===== src/rtl/nt_node_monitor.sv =====
// Observation-window monitor for one internal node: compacts the sampled stream
// into a 16-bit MISR signature and counts ones/toggles to flag rarely-active nodes.
module nt_node_monitor (
    input  logic        CLK,
    input  logic        RSTB,
    input  logic        start,
    input  logic [15:0] win_len,
    input  logic [15:0] rare_thr,
    input  logic        node_in,
    output logic        busy,
    output logic        done,
    output logic [15:0] sig_out,
    output logic [15:0] ones_cnt,
    output logic [15:0] toggle_cnt,
    output logic        rare_flag
);

    typedef enum logic [1:0] {IDLE, RUN, DONE} state_t;

    typedef struct packed {
        logic [15:0] win_len;
        logic [15:0] rare_thr;
    } cfg_t;

    state_t      state_q, state_d;
    cfg_t        cfg_q;
    logic [15:0] sig_q, ones_q, tog_q, scnt_q;
    logic        prev_q, rare_q;

    logic        accept, last;
    logic        fb;
    logic [15:0] sig_step, ones_step, tog_step;

    // start is only honoured outside RUN, so a window can never be cut short
    assign accept = start && (state_q != RUN);
    assign last   = (state_q == RUN) && ((scnt_q + 16'd1) == cfg_q.win_len);

    assign fb        = sig_q[15] ^ sig_q[13] ^ sig_q[12] ^ sig_q[10] ^ node_in;
    assign sig_step  = {sig_q[14:0], fb};
    assign ones_step = ones_q + {15'd0, node_in};
    assign tog_step  = tog_q + {15'd0, node_in ^ prev_q};

    always_ff @(posedge CLK or negedge RSTB) begin
        if (!RSTB) state_q <= IDLE;
        else       state_q <= state_d;
    end

    always_comb begin
        state_d = state_q;
        case (state_q)
            IDLE, DONE: if (start) state_d = (win_len == 16'd0) ? DONE : RUN;
            RUN:        if (last)  state_d = DONE;
            default:    state_d = IDLE;
        endcase
    end

    always_ff @(posedge CLK or negedge RSTB) begin
        if (!RSTB) begin
            cfg_q  <= '0;
            sig_q  <= '0;
            ones_q <= '0;
            tog_q  <= '0;
            scnt_q <= '0;
            prev_q <= 1'b0;
            rare_q <= 1'b0;
        end else if (accept) begin
            cfg_q.win_len  <= win_len;
            cfg_q.rare_thr <= rare_thr;
            sig_q  <= '0;
            ones_q <= '0;
            tog_q  <= '0;
            scnt_q <= '0;
            prev_q <= 1'b0;
            // an empty window goes straight to DONE: zero ones is always rare
            rare_q <= (win_len == 16'd0);
        end else if (state_q == RUN) begin
            sig_q  <= sig_step;
            ones_q <= ones_step;
            tog_q  <= tog_step;
            prev_q <= node_in;
            scnt_q <= scnt_q + 16'd1;
            if (last)
                rare_q <= (ones_step <= cfg_q.rare_thr) || (tog_step == 16'd0);
        end
    end

    assign busy       = (state_q == RUN);
    assign done       = (state_q == DONE);
    assign sig_out    = sig_q;
    assign ones_cnt   = ones_q;
    assign toggle_cnt = tog_q;
    assign rare_flag  = rare_q;

endmodule


===== config.mk =====
export PLATFORM = sky130hd
export DESIGN_NAME = nt_node_monitor
export DESIGN_NICKNAME = d
export VERILOG_FILES = /design/src/rtl/nt_node_monitor.sv
export SDC_FILE = /design/constraint.sdc
export NUM_CORES = 1
export LEC_CHECK = 0
export BUFFER_PORTS_ARGS = -buffer_cell sky130_fd_sc_hd__buf_4
export CAP_MARGIN = 20
export CORE_AREA = 2 2 103 105
export CTS_CLUSTER_SIZE = 40
export DETAILED_ROUTE_END_ITERATION = 6
export DIE_AREA = 0 0 105 107
export HOLD_SLACK_MARGIN = 0.12
export PLACE_DENSITY = 0.83
export SYNTH_ARGS = -nofsm -noshare
export SYNTH_HDL_FRONTEND = slang
export SYNTH_SLANG_ARGS = --single-unit

===== constraint.sdc =====
create_clock -name CLK -period 10.2 [get_ports CLK]
set_input_delay 0.51 -clock CLK [delete_from_list [all_inputs] [get_ports CLK]]
set_output_delay 0.51 -clock CLK [all_outputs]
set_load 0.03 [all_outputs]

== Yosys cells after proc, flatten, opt, wreduce, memory -nomap -nowiden ==
Index checks and enable logic that the tools add are counted.
Word-level totals
  register bits after elaboration: 100
  input port bits: 36
  output and inout bits: 51
  logic and storage cells: 52
Operators by class
  add/subtract/negate cells: 3
  $lt $le $gt $ge: 1
  equal/unequal tests: 6
  muxes and demuxes: 17
  bitwise logic cells: 5
  reduce and logical (&&, ||, !) cells: 11
Operator list (number)
  $mux W16: 8
  $add A16 B1 Y16: 2
  $logic_not A16 Y1: 2
  $add A16 B1 Y16 const B: 1
  $eq A16 B16 Y1: 1
  $le A16 B16 Y1: 1
  $mux W2: 3
  $mux W1: 5
  $xor A1 B1 Y1: 5
  $ne A2 B1 Y1 const B: 2
  $pmux W2 S2: 1
  $reduce_and A2 Y1: 2
  $reduce_bool A2 Y1: 2
  $eq A2 B1 Y1 const B: 1
  $eq A2 B2 Y1 const B: 1
  $logic_and A1 B1 Y1: 2
  $logic_not A2 Y1: 1
  $ne A2 B2 Y1 const B: 1
  $reduce_or A2 Y1: 1
  $logic_or A1 B1 Y1: 1

== Depth between registers and ports, before layout ==
Gate-level depths: netlist of the first run.
  word-level depth: 7
  gate-level depth with buffers: 18
  gate-level depth less buffers: 17

== Worst setup path after synthesis of the first run ==
Ideal clock, no wire load.
  path type: register to register
  start: register ones_q[0] (netlist: ones_cnt[0])
  end: register rare_q (netlist: rare_flag)
  setup time: 0.121 ns
  arrival: 3.412 ns
  path slack: 6.667 ns
  cell stages (with the launch flop): 19
  buffers on the path: 1
  clock period less this slack: 3.533 ns
  cells stage by stage: dfrtp_1 -> ha_1 -> ha_1 -> nand3_1 -> nor2_1 -> and3_1 -> and3_1 -> clkbuf_1 -> nand3_1 -> xnor2_1 -> ha_1 -> nand3_1 -> nor3_1 -> nand2_1 -> nor3_1 -> o21ai_0 -> nand3_1 -> o211ai_1 -> a22o_1
Between the ends
  cells in the longest elaborated chain, start to end: 6
Ends and longest elaborated chain
  start: declaration: RTL line 27  | logic [15:0] sig_q, ones_q, tog_q, scnt_q;
  start signal: assignment: RTL line 78  | ones_q <= ones_step;
  $add A16 B1 Y16: RTL line 40  | assign ones_step = ones_q + {15'd0, node_in};
  $le A16 B16 Y1: RTL line 83  | rare_q <= (ones_step <= cfg_q.rare_thr) || (tog_step == 16'd0);
  $logic_or A1 B1 Y1: RTL line 83
  $mux W1: RTL line 82  | if (last)
  $mux W1: RTL line 76  | end else if (state_q == RUN) begin
  $mux W1: RTL line 66  | end else if (accept) begin
  end signal: assignment: RTL line 75  | rare_q <= (win_len == 16'd0);
  end signal: assignment: RTL line 83
  end: declaration: RTL line 28  | logic prev_q, rare_q;
No other way between the ends. The select of a mux whose other input is x is not followed.
A chain may end at the register's enable or synchronous reset.

== Final worst setup path of the first run ==
Ends and elaborated chain as after synthesis.

==> out/metrics.yaml, run 1 <==
worst_setup_path:
  r2r_cells: 17
  cp_common_cell: "nand3_1"
  endpoint_kind: "flip-flop"
  worstSetupPathType: "reg -> reg"
  cp-startpoint: "ones_cnt[0]"
  critPathMaxFanout: 5
  critPathLaunchType: "flip-flop"
  cp.required_ns: 10.47
  slowest_delay_ns: 0.38
  worstPathCellList: "ha_1 -> ha_1 -> nand3_1 -> nor2_1 -> and3_1 -> and3_1 -> nand3_1 -> xnor2_1 -> ha_1 -> nand3_1 -> nor3_1 -> nand2_1 -> nor3_1 -> o21ai_0 -> nand3_1 -> o211ai_1 -> a22o_1"
  crit_arrival_ns: 4.09
  cp-endpoint: "rare_flag"
  ff2ff_setup_slack_ns: 6.38
  cp_slowest_cell: "dfrtp_1"
  worst_r2r_endpoint: "rare_flag"
  r2r_start: "ones_cnt[0]"
power:
  power_frac_comb_pct: 38.2
  leakagePower_nw: 3.13
  p_clk_share_pct: 20.5
  seqPwrFrac_pct: 41.3
  swShare_pct: 38.9
  internal_power_mw: 0.925
  power_density_nw_per_um2: 229
  power_mw: 1.52
  power.switching_mw: 0.590
  ir_drop_mv: 0.135
timing:
  drv_slew: 0
  worst_hold_slack_ns: 0.138
  period_share_pct: 37.5
  setup-tns-final_ns: 0
  setup_viol: 0
  layout_setup_ws_ns: 6.38
  hold_violations: 0
  worstMarginPinSlew_ns: 1.02
  fin_worst_skew_ns: 0.00815
  slew_headroom_pct: 31.9
  rsz0062_at_grt: "no"
  period_needed_ns: 3.82
  fmax_ghz: 0.262
clock_tree:
  cts_sinks: 100
  post_cts_buffers: 0
  htreeDepth: 3
  root_buffer: "clkbuf_8"
  cts_resized: 0
  cts_tree: "done"
  clockBufferDepth: 2
  hold_buffers: 0
  path_clk_slew_ns: 0.09
  numCtsBuffers: 9
  worstSkewPairLatency_ns: 0.38
yosys:
  synth_edf_count: 0
  async_flop_share_pct: 100
  synth.largest_area_cell: "dfrtp_1"
  synth_area_leaders: "dfrtp_1, nand2_1, mux2_2"
  yosysWarnings: 0
  synth.top_cell.area_share_pct: 44.1
  synth.most_common_cell: "dfrtp_1"
  synth.avg_cell_area_um2: 9.19
  syn_inst: 617
  synth_cell_type_count: 53
  synth_seq_area_share_pct: 44.1
  syn_nets: 674
  synth_top_cells_by_count: "dfrtp_1, nand2_1, o21ai_0"
  ys.flop_type: "dfrtp_1"
  ys_ff_latch: 100
  netlist_area_um2: 5670
die:
  dieArea_um2: 11200
  die_h_um: 107
  floorplan.initialDensity_pct: 56.2
  row_count: 37
  core-area_um2: 10100
  die_w_um: 105
  io_pins: 87
final_layout:
  stdcell_area_um2: 6630
  post-route-util_pct: 65.7
  multi_input_area_um2: 2960
  area_delta_synth_final_pct: 16.9
  nets: 740
  regArea_um2: 2500
  antennaDiodeCount: 0
  drive_gt1_share_pct: 22.4
  fill_cells: 820
  layout.cells.non_filler: 824
status:
  status: "complete, no violations"
routing:
  avgRoutedWirePerCell_um: 16.5
  drtPass1Iterations: 7
  dr.first_iter.drc_count: 406
  drtAntennaViolNets: 0
  vias_per_cell: 5.87
  wl_mm: 13.6
  num_vias: 4839
  drc_errors: 0
global_routing:
  grt_overflow: 0
  met3_usage_pct: 3.89
  grt_antenna_before_repair: 0
  grtUsageMet2_pct: 40.9
  grt_first_pass_wirelength_mm: 23.0
  met1_usage_pct: 34.6
  grt_usage_pct: 25.5
  grt_busiest_layer: "met2"
  grt_pass1_vias: 4641
  grt_max_degree: 78
placed_design:
  numPortBuffers: 86
  gp_congestion: 0.904
  placed_cell_area_um2: 6380
  dp_hpwl_mm: 9.40
  numPlacedInstances: 808
  pre_cts_ws_ns: 6.22
worst_hold_path:
  worstHoldPathType: "in -> async"
flow_run:
  cap_violations: 0
-- state kept, by name, indices dropped and copies added, names as in the netlist --
register and flops:
ones_cnt 16, toggle_cnt 16, sig_out 16, prev_q 1
rare_flag 1, scnt_q 16, cfg_q 32, state_q 2
-- final cells by class --
class                   count  area share, %
clock inverters             6           1.68
inverters                  21           1.19
clock buffers              10           2.08
multi-input cells         461           44.6
flip-flops and latches    100           37.7
well taps                 136           2.57
repair buffers             90           10.2
-- power groups by stage --
stage	clock network, mW	registers [mW]	logic (mW)
finish	0.311	0.626	0.578
detailed placement	0	0.632	0.574
floorplan	0	0.689	0.319
global route	0.329	0.645	0.640
global placement	0	0.624	0.547
CTS	0.314	0.625	0.579
-- cell families (layout without fill, tap and decap cells) --
family	count (synthesis)	count (layout)	share of synthesized area [%]
AND/OR/NAND/NOR	247	247	22.0
XOR/XNOR	44	44	6.80
adder cells (fa/ha/maj)	21	21	4.63
AO/OA/AOI/OAI	117	117	12.3
flip-flops	100	100	44.1
multiplexers	32	32	6.35
buffers and inverters	56	127	3.84
-- metal layers --
layer | up-vias | wire (um) | part of all wire (%)
li1 | 2297 | - | -
met1 | 2364 | 5920 | 44
met2 | 148 | 6590 | 49
met3 | 30 | 702 | 5.2
met4 | 0 | 351 | 2.6
met5 | - | 0 | 0
-- worst max-delay path: cells and delay by family, from the launching register on --
| kind | cells | cell delay, ns |
|---|---|---|
| xor gates and xnor gates | 1 | 0.18 |
| DFF | 1 | 0.38 |
| and+or+nand+nor | 10 | 1.94 |
| adders and majority gates | 3 | 0.73 |
| AOI/OAI and AO/OA | 3 | 0.47 |
-- worst min-delay path by stage --
stage / startpoint / slack (ns) / to
global placement: scnt_q[15] / 0.47 / scnt_q[15]
detailed placement: scnt_q[15] / 0.49 / scnt_q[15]
global route: RSTB / 0.19 / cfg_q[31]
floorplan: RSTB / 0.21 / cfg_q[0]
finish: RSTB / 0.14 / cfg_q[30]
CTS: RSTB / 0.16 / ones_cnt[9]
-- cells in the final DEF, fill, tap and decap left out, types with 2 or more instances in the layout --
cell type	netlist	final
nand4b_1	2	2
o21ai_0	58	58
nor3_1	7	7
nor3_2	2	2
nor2b_1	3	3
nor4_2	3	3
a21o_1	4	4
o22ai_1	2	2
o31ai_1	8	8
dfrtp_1	100	100
o211ai_1	3	3
xor2_1	20	20
nor2_1	39	38
clkbuf_8	0	10
nand2_1	97	97
or4_1	2	2
nand3_1	44	44
o221ai_1	2	2
inv_1	20	20
nand4_2	4	4
xnor2_1	24	24
a21oi_1	11	11
or3_1	2	2
nand4_1	8	8
o21ai_1	7	7
a211oi_1	2	2
buf_4	0	90
bufinv_16	0	3
a22o_1	2	2
o21a_1	2	2
and3_1	13	13
ha_1	21	21
mux2_2	32	32
a31oi_1	9	9
and2_1	3	3
nor3b_1	2	2
and4_1	4	4
nor4_1	6	6
No activity file was read; power rests on OpenSTA's default activity.
==> run 2, diff against run 1 <==
--- a/config.mk
+++ b/config.mk
@@ -5,6 +5,7 @@
 export SDC_FILE = /design/constraint.sdc
 export NUM_CORES = 1
 export LEC_CHECK = 0
+export ABC_AREA = 1
 export BUFFER_PORTS_ARGS = -buffer_cell sky130_fd_sc_hd__buf_4
 export CAP_MARGIN = 20
 export CORE_AREA = 2 2 103 105
==> constraint.sdc (replaced) <==
create_clock -name CLK -period 3.52 [get_ports CLK]
set_input_delay 0.176 -clock CLK [delete_from_list [all_inputs] [get_ports CLK]]
set_output_delay 0.176 -clock CLK [all_outputs]
set_load 0.03 [all_outputs]
==> out/metrics.yaml, run 2 <==
routing:
  wl_met2_mm: 7.18  # was 6.59 mm
  met3WireLength_um: 683  # was 702 um
  dr.first_iter.drc_count: 383  # was 406
  highest_layer: "met4"  # unchanged
  drtAntennaViolNets: 0  # unchanged
  num_vias: 5308  # was 4839
  drtPass1Iterations: 5  # was 7
  met1_length_mm: 5.80  # was 5.92 mm
  wl_mm: 14.3  # was 13.6 mm
  drc_errors: 0  # unchanged
  vias_per_cell: 5.39  # was 5.87
  avgRoutedWirePerCell_um: 14.5  # was 16.5 um
yosys:
  ys_ff_latch: 100  # unchanged
  synth.largest_area_cell: "dfrtp_1"  # unchanged
  synth_top_cells_by_count: "nand2_1, inv_1, dfrtp_1"  # was dfrtp_1, nand2_1, o21ai_0
  synth.top_cell.area_share_pct: 44.3  # was 44.1%
  netlist_area_um2: 5650  # was 5670 um^2
  synth.avg_cell_area_um2: 7.74  # was 9.19 um^2
  ys.flop_type: "dfrtp_1"  # unchanged
  synth.most_common_cell: "nand2_1"  # was dfrtp_1
  syn_inst: 730  # was 617
  synth_cell_type_count: 35  # was 53
  yosysWarnings: 0  # unchanged
  async_flop_share_pct: 100  # unchanged
  synth_area_leaders: "dfrtp_1, nand2_1, inv_1"  # was dfrtp_1, nand2_1, mux2_2
  synth_seq_area_share_pct: 44.3  # was 44.1%
  synth_edf_count: 0  # unchanged
  syn_nets: 787  # was 674
worst_setup_path:
  worstSetupPathType: "in -> reg"  # was reg -> reg
  slowest_delay_ns: 0.52  # was 0.38 ns
  cp_slowest_cell: "dlygate4sd3_1"  # was dfrtp_1
  critPathMaxFanout: 4  # was 5
  cp.buffers_inverters: 5  # was 0
  r2r_start: "ones_cnt[0]"  # unchanged
  crit_arrival_ns: 3.40  # was 4.09 ns
  r2r_cells: 22  # was 17
  worstPathCellList: "dlygate4sd3_1 -> buf_4 -> ha_1 -> ha_1 -> nand3_1 -> nor2_1 -> inv_2 -> nor2_4 -> nand2_2 -> nor2_1 -> inv_2 -> nor3_4 -> nand2_1 -> xor2_1 -> inv_1 -> ha_1 -> nand2_1 -> nor2_1 -> nand4_1 -> o21ai_0 -> a21oi_1 -> a21oi_1 -> nand2_1 -> nand2_1"  # was ha_1 -> ha_1 -> nand3_1 -> nor2_1 -> and3_1 -> and3_1 -> nand3_1 -> xnor2_1 -> ha_1 -> nand3_1 -> nor3_1 -> nand2_1 -> nor3_1 -> o21ai_0 -> nand3_1 -> o211ai_1 -> a22o_1
  cp.required_ns: 3.84  # was 10.47 ns
  critPathLaunchType: "primary input"  # was flip-flop
  worst_r2r_endpoint: "rare_flag"  # unchanged
  ff2ff_setup_slack_ns: 0.50  # was 6.38 ns
  critPathTopFamily: "simple AND/OR/NAND/NOR gates"  # unchanged
  cp_common_cell: "nand2_1"  # was nand3_1
  endpoint_kind: "flip-flop"  # unchanged
worst_hold_path:
  worstHoldPathType: "in -> reg"  # was in -> async
  hold_start: "win_len[2]"
  hold_depth: 3
  hold-path-endpoint: "cfg_q[18]"
clock_tree:
  cts_sinks: 100  # unchanged
  clockBufferDepth: 2  # unchanged
  cts_resized: 0  # unchanged
  post_cts_buffers: 0  # unchanged
  numCtsBuffers: 9  # unchanged
  cts_tree: "done"  # unchanged
  worstSkewPairLatency_ns: 0.37  # was 0.38 ns
  path_clk_slew_ns: 0.11  # was 0.09 ns
  hold_buffers: 32  # was 0
  root_buffer: "clkbuf_8"  # unchanged
  htreeDepth: 3  # unchanged
final_layout:
  area_delta_synth_final_pct: 23.3  # was 16.9%
  antennaDiodeCount: 0  # unchanged
  mostFrequentLayoutCell: "nand2_1"  # was dfrtp_1
  nets: 901  # was 740
  layout.cells.non_filler: 985  # was 824
  layout_common_cells: "nand2_1, inv_1, dfrtp_1"  # was dfrtp_1, nand2_1, buf_4
  largest_register: "cfg_q"  # unchanged
  drive_gt1_share_pct: 16.8  # was 22.4%
  largest_register_ffs: 32  # unchanged
die:
  core-area_um2: 10100  # unchanged
  die_w_um: 105  # unchanged
  floorplan.initialDensity_pct: 56.0  # was 56.2%
  dieArea_um2: 11200  # unchanged
  row_count: 37  # unchanged
  io_pins: 87  # unchanged
  die_h_um: 107  # unchanged
timing:
  period_needed_ns: 3.08
  setup-tns-final_ns: 0  # unchanged
  slew_headroom_pct: 42.2  # was 31.9%
  rsz0062_at_grt: "no"  # unchanged
  setup_viol: 0  # unchanged
  fmax_ghz: 0.324
  worstMarginPinSlew_ns: 0.867  # was 1.02 ns
  fin_worst_skew_ns: 0.0142  # was 0.00815 ns
  period_share_pct: 87.6
  drv_slew: 0  # unchanged
  hold_violations: 0  # unchanged
status:
  status: "complete, no violations"  # unchanged
global_routing:
  grt_overflow: 0  # unchanged
  grt_antenna_before_repair: 0  # unchanged
  grt_max_degree: 51  # was 78
  grt_first_pass_wirelength_mm: 23.8  # was 23.0 mm
  grt_usage_pct: 26.3  # was 25.5%
  grt_pass1_vias: 5363  # was 4641
placed_design:
  numPortBuffers: 86  # unchanged
  gp_congestion: 0.859  # was 0.904
  dp_hpwl_mm: 9.89  # was 9.40 mm
  numPlacedInstances: 937  # was 808
power:
  ir_drop_mv: 0.695  # was 0.135 mV
  leakagePower_nw: 3.59  # was 3.13 nW
  power_density_nw_per_um2: 602  # was 229 nW/um^2
flow_run:
  cap_violations: 0  # unchanged
## run 2: cell count changes after synthesis, sizes merged, moves of 14 or more
cell and change:
o22ai +35, xnor2 -18, nand2 +82, inv +100
a21oi +14, mux2 -31, clkbuf -14, nor2 +36
## run 2: logic make-up (layout without fill, tap and decap cells)
kind of cell	count (synthesis)	after routing	share of synthesized area, %
buf+inv	142	261	9.77
flops	100	100	44.3
simple gates	321	321	25.2
fa+ha+maj	21	21	4.65
mux	1	1	0.199
compound gates	121	121	12.0
xor+xnor	24	24	3.86
## run 2: stage by stage
stage	total power [mW]	setup slack [ns]	area, um^2	utilization (%)	hold WS (ns)
2_1_floorplan	2.69	0.586	5650	-	-0.120
3_3_place_gp	3.25	0.693	6410	63.6	0.117
3_5_place_dp	3.32	0.521	6410	63.6	0.123
4_1_cts	4.19	0.439	6960	69.0	0.124
5_1_grt	4.43	0.113	6960	69.0	0.134
6_report	4.19	0.437	6960	69.0	0.121
## run 2: per-layer routing
layer	vias up	global-route usage (%)
li1	2566	-
met5	-	0
met2	181	46.0
met1	2509	31.5
met4	0	14.0
met3	52	4.01
## run 2: power by group
group	total [mW]	switching, mW	leakage, nW	internal (mW)
Clock	0.850	0.438	0.112	0.412
Sequential	1.60	0.227	1.17	1.37
Combinational	1.75	1.10	2.30	0.647
Total	4.19	1.76	3.59	2.43
## run 2: final cells by class
type                    instances  area, um^2
clock buffers                   9         124
fillers                       777        3130
flip-flops and latches        100        2500
inverters                     121         454
clock inverters                 7         105
multi-input cells             488        2600
well taps                     136         170
repair buffers                124        1010
## run 2: worst max path at each step
stage / startpoint / slack, ns / depth (start not counted) / endpoint
2_1_floorplan: ones_cnt[0] / 0.59 / 22 / rare_flag
3_3_place_gp: ones_cnt[0] / 0.69 / 23 / rare_flag
3_5_place_dp: ones_cnt[0] / 0.52 / 22 / rare_flag
4_1_cts: node_in / 0.44 / 24 / rare_flag
5_1_grt: node_in / 0.11 / 24 / rare_flag
6_report: node_in / 0.44 / 24 / rare_flag
## run 2: worst reg2reg max path, delay by kind of cell, from the launching register on
| kind | cells | cell delay, ns |
|---|---|---|
| compound gates | 3 | 0.38 |
| fa+ha+maj | 3 | 0.66 |
| buf+inv | 3 | 0.20 |
| simple gates | 12 | 1.17 |
| xor+xnor | 1 | 0.18 |
| flops | 1 | 0.38 |
